<file path="src/rtl/pipe_pkg.sv">
// Shared types and constants for the elastic pipeline stage register.
package pipe_pkg;

  typedef enum logic [1:0] {
    ST_EMPTY = 2'd0,
    ST_ONE   = 2'd1,
    ST_FULL  = 2'd2
  } pipe_state_t;

  // All-zero payload decodes as a NOP bubble downstream.
  localparam logic PIPE_BUBBLE = '0;

  function automatic logic [1:0] state_occupancy(input pipe_state_t st);
    logic [1:0] occ;
    case (st)
      ST_ONE:  occ = 2'd1;
      ST_FULL: occ = 2'd2;
      default: occ = 2'd0;
    endcase
    return occ;
  endfunction

endpackage

</file>
<file path="src/rtl/pipe_stage.sv">
// Elastic pipeline stage: valid/ready register with optional skid slot and flush.
//
// state    | meaning
// ST_EMPTY | nothing held, out_valid_o=0
// ST_ONE   | main slot holds the presented payload
// ST_FULL  | main + skid slots both hold payloads (SKID=1 only)
module pipe_stage
  import pipe_pkg::*;
#(
  parameter int unsigned WIDTH          = 32,
  parameter bit          SKID           = 1'b1,
  parameter bit          CLEAR_ON_FLUSH = 1'b1
) (
  input  logic             clk_i,
  input  logic             rst_i,
  input  logic             flush_i,
  input  logic             in_valid_i,
  output logic             in_ready_o,
  input  logic [WIDTH-1:0] in_data_i,
  output logic             out_valid_o,
  input  logic             out_ready_i,
  output logic [WIDTH-1:0] out_data_o,
  output logic [1:0]       occupancy_o
);

  pipe_state_t      state_q, state_d;
  logic [WIDTH-1:0] main_q, main_d;
  logic [WIDTH-1:0] skid_q;
  logic             load_skid;
  logic             in_fire, out_fire;

  assign in_fire     = in_valid_i && in_ready_o;
  assign out_fire    = out_valid_o && out_ready_i;
  assign out_valid_o = (state_q != ST_EMPTY);
  assign out_data_o  = main_q;
  assign occupancy_o = state_occupancy(state_q);

  always_comb begin
    state_d   = state_q;
    main_d    = main_q;
    load_skid = 1'b0;
    unique case (state_q)
      ST_EMPTY: begin
        if (in_fire) begin
          state_d = ST_ONE;
          main_d  = in_data_i;
        end
      end
      ST_ONE: begin
        if (in_fire && out_fire) begin
          main_d = in_data_i;
        end else if (in_fire) begin
          state_d   = ST_FULL;
          load_skid = 1'b1;
        end else if (out_fire) begin
          state_d = ST_EMPTY;
        end
      end
      ST_FULL: begin
        if (out_fire) begin
          state_d = ST_ONE;
          main_d  = skid_q;
        end
      end
      default: state_d = ST_EMPTY;
    endcase

    // A flushed in_fire must not leak into the main slot even when data is kept.
    if (flush_i) begin
      state_d   = ST_EMPTY;
      load_skid = 1'b0;
      main_d    = CLEAR_ON_FLUSH ? {WIDTH{PIPE_BUBBLE}} : main_q;
    end
  end

  always_ff @(posedge clk_i) begin
    if (rst_i) begin
      state_q <= ST_EMPTY;
      main_q  <= {WIDTH{PIPE_BUBBLE}};
    end else begin
      state_q <= state_d;
      main_q  <= main_d;
    end
  end

  generate
    if (SKID) begin : g_skid
      logic in_ready_q;

      always_ff @(posedge clk_i) begin
        if (rst_i) begin
          skid_q     <= {WIDTH{PIPE_BUBBLE}};
          in_ready_q <= 1'b1;
        end else begin
          if (flush_i && CLEAR_ON_FLUSH) begin
            skid_q <= {WIDTH{PIPE_BUBBLE}};
          end else if (load_skid) begin
            skid_q <= in_data_i;
          end
          in_ready_q <= (state_d != ST_FULL);
        end
      end

      // Reset gating only; no path from the handshake inputs.
      assign in_ready_o = in_ready_q && !rst_i;
    end else begin : g_single
      assign skid_q     = {WIDTH{PIPE_BUBBLE}};
      assign in_ready_o = !rst_i && ((state_q == ST_EMPTY) || out_ready_i);
    end
  endgenerate

endmodule
</file>
<file path="config.mk">
export PLATFORM = sky130hd
export DESIGN_NAME = pipe_stage
export DESIGN_NICKNAME = d
export VERILOG_FILES = /design/src/rtl/pipe_pkg.sv /design/src/rtl/pipe_stage.sv
export SDC_FILE = /design/constraint.sdc
export NUM_CORES = 1
export LEC_CHECK = 0
export CORE_AREA = 2 2 63 124
export DETAILED_ROUTE_END_ITERATION = 8
export DIE_AREA = 0 0 65 126
export GPL_TIMING_DRIVEN = 0
export PLACE_DENSITY = 0.74
export SYNTH_ARGS = -nofsm -noshare
export SYNTH_HDL_FRONTEND = slang
export SYNTH_SLANG_ARGS = --single-unit
</file>
<file path="constraint.sdc">
create_clock -name clk_i -period 1.25 [get_ports clk_i]
set_input_delay 0.25 -clock clk_i [delete_from_list [all_inputs] [get_ports clk_i]]
set_output_delay 0.25 -clock clk_i [all_outputs]
set_load 0.02 [all_outputs]
</file>
==> results.json <==
{
  "rows": 44,
  "finalCritPeriodShare_pct": 126,
  "dpl.hpwl_um": 6390,
  "worst_pin_slew_ns": 0.636,
  "area_delta_synth_final_pct": 66.8,
  "clock-sinks": 67,
  "critPathArrivalTime_ns": 1.79,
  "synth_cell_type_count": 27,
  "clkSlewWorstSetupHoldPaths_ns": 0.05,
  "syn-num-nets": 360,
  "die_x_um": 65,
  "clockRootBuffer": "clkbuf_16",
  "antennaDiodeCount": 0,
  "core_sq_um": 7210,
  "vias": 3283,
  "drt_iter0_drc": 203,
  "wl_per_cell_um": 21.3,
  "grt_pass1_wl_um": 16200,
  "ios": 73,
  "wl_um": 11400,
  "p_leak_nw": 2.01,
  "setup_violations": 70,
  "grt_overflow": 0,
  "maxCapViolCount": 0,
  "p_total_mw": 5.36,
  "netlist_area_sq_um": 3150,
  "syn_area_per_cell_sq_um": 9.75,
  "powerDensity_nw_per_um2": 1020,
  "gp_congestion": 0.819,
  "worstPathMaxFanout": 8,
  "ir_drop_mv": 0.954,
  "critPathRequiredTime_ns": 1.46,
  "grt_pass1_vias": 3169,
  "port_buffers": 72,
  "grt_start_max_net_pins": 11,
  "synthCells": 323,
  "crit_type": "reg -> reg",
  "dp_cells": 487,
  "antenna_found_initial": 0,
  "violations": "setup timing",
  "ys_ff_latch": 67,
  "outcome": "finished, violations left",
  "hp-class": "in -> reg",
  "worstSetupEndpointType": "flip-flop",
  "setup_ws_ns": -0.321,
  "finalNonFillerCells": 532,
  "first_pass_iters": 5,
  "drc_errors": 0,
  "crit_path_start_kind": "flip-flop",
  "die_y_um": 126,
  "layout-drive-gt1-share_pct": 53.0,
  "max_freq_mhz": 637,
  "clockBufferDepth": 2,
  "fin_skew_ns": 0.00742,
  "yosysSeqAreaShare_pct": 42.6,
  "htree_num_levels": 3,
  "finalHoldViolations": 0,
  "vias_per_cell": 6.17,
  "final_nets": 472,
  "cts_tree": "built",
  "slew_headroom_pct": 57.6,
  "drv_slew": 0,
  "clock_latency_ns": 0.33,
  "fin_crit_ns": 1.57,
  "synth_warnings": 0,
  "ctsHoldBuffers": 0,
  "antenna_left": 0,
  "floorplan.initialDensity_pct": 43.7,
  "numCtsBuffers": 9,
  "place_ws_ns": -1.00,
  "rsz0062_at_grt": "yes",
  "holdWs_ns": 0.445,
  "die_area_sq_um": 8190,
  "grt_usage_pct": 26.2
}
placed cells by master (no fill, tap or decap), drive strengths merged, types with 2 or more instances in the layout:
master         instances
clkinv                 2
clkdlybuf4s15         16
a311oi                32
or2                    2
a211oi                33
nor2b                  2
and3b                  2
o21ai                 33
nand3                 33
buf                   59
a21oi                 32
clkbuf                46
nand2b                 2
clkdlybuf4s50         32
dfxtp                 67
inv                    3
mux2i                 32
dlygate4sd2            4
area by class of cell:
cell class | count | area, sq um
Fill cell | 498 | 1960
Tap cell | 92 | 115
Timing Repair Buffer | 105 | 1050
Inverter | 3 | 13.8
Sequential cell | 67 | 1350
Buffer | 38 | 395
Clock inverter | 2 | 10.0
Clock buffer | 14 | 264
Multi-Input combinational cell | 211 | 2050
cells in the mapped netlist (all sizes together):
master	count	area share (%)
a211o	1	0.28
a211oi	33	11
a21oi	32	5.1
a311oi	32	8.9
a31o	1	0.56
and3b	2	0.56
buf	26	5.6
clkbuf	16	1.9
dfxtp	67	43
inv	3	0.36
mux2i	32	10
nand2	1	0.12
nand2b	2	0.40
nand3	33	5.2
nand3b	1	0.24
nor2	1	0.12
nor2b	2	0.40
nor4b	1	0.48
nor4bb	1	0.32
o21ai	33	5.2
or2	2	0.40
or4b	1	0.44
cells by family after synthesis:
logic type	share of synthesized area (%)
muxes	10.2
AOI/OAI and AO/OA	30.6
buffers and inverters	7.91
DFF	42.6
and+or+nand+nor	8.70
flip-flops by register name, indices dropped and copies added, names as in the netlist:
register           count
out_data_o            32
skid_q                32
state_q                2
g_skid.in_ready_q      1
per-layer routing:
layer,up-vias,share of wire (%),global-route usage (%)
met5,-,0,0
met2,165,56,47.2
met4,0,4.5,12.9
li1,1478,-,-
met1,1596,34,27.3
met3,44,5.5,6.43
path summary, 6_finish.rpt:
kind	slack, ns	cells after the start	end	startpoint
min	0.44	2	state_q[1]	out_ready_i
max	-0.32	5	skid_q[18]	state_q[0]
max reg2reg	-0.32	5	skid_q[18]	state_q[0]
min reg2reg	0.46	2	skid_q[3]	skid_q[3]
critical path: stages, from the launching register on:
cell,delay (ns)
dfxtp_4,0.35
buf_4,0.11
or4b_4,0.58
buf_6,0.19
o21ai_2,0.13
a21oi_1,0.10
timing repair:
action | CTS | global route
setup buffers | 12 | 14
resized for setup | 199 | 71
pin swaps | 37 | 17
setup endpoints to repair | 103 | 86
gates cloned | 6 | 1
stage by stage:
| stage | util, % | instance area [sq um] | TNS [ns] |
|---|---|---|---|
| after floorplan | - | 3330 | -1.82 |
| after detailed placement | 57.8 | 4170 | -54.57 |
| after global routing | 72.8 | 5250 | -18.69 |
| final | 72.8 | 5250 | -16.28 |
| after global placement | 57.8 | 4170 | -51.09 |
| after CTS | 69.5 | 5010 | -14.10 |
report_power, final:
| part | total, mW | internal, mW | switching (mW) |
|---|---|---|---|
| Combinational | 0.813 | 0.401 | 0.412 |
| Clock | 2.34 | 1.45 | 0.896 |
| Sequential | 2.20 | 2.17 | 0.0305 |
| Total | 5.36 | 4.02 | 1.34 |
Power figures use the tool's default switching activity.
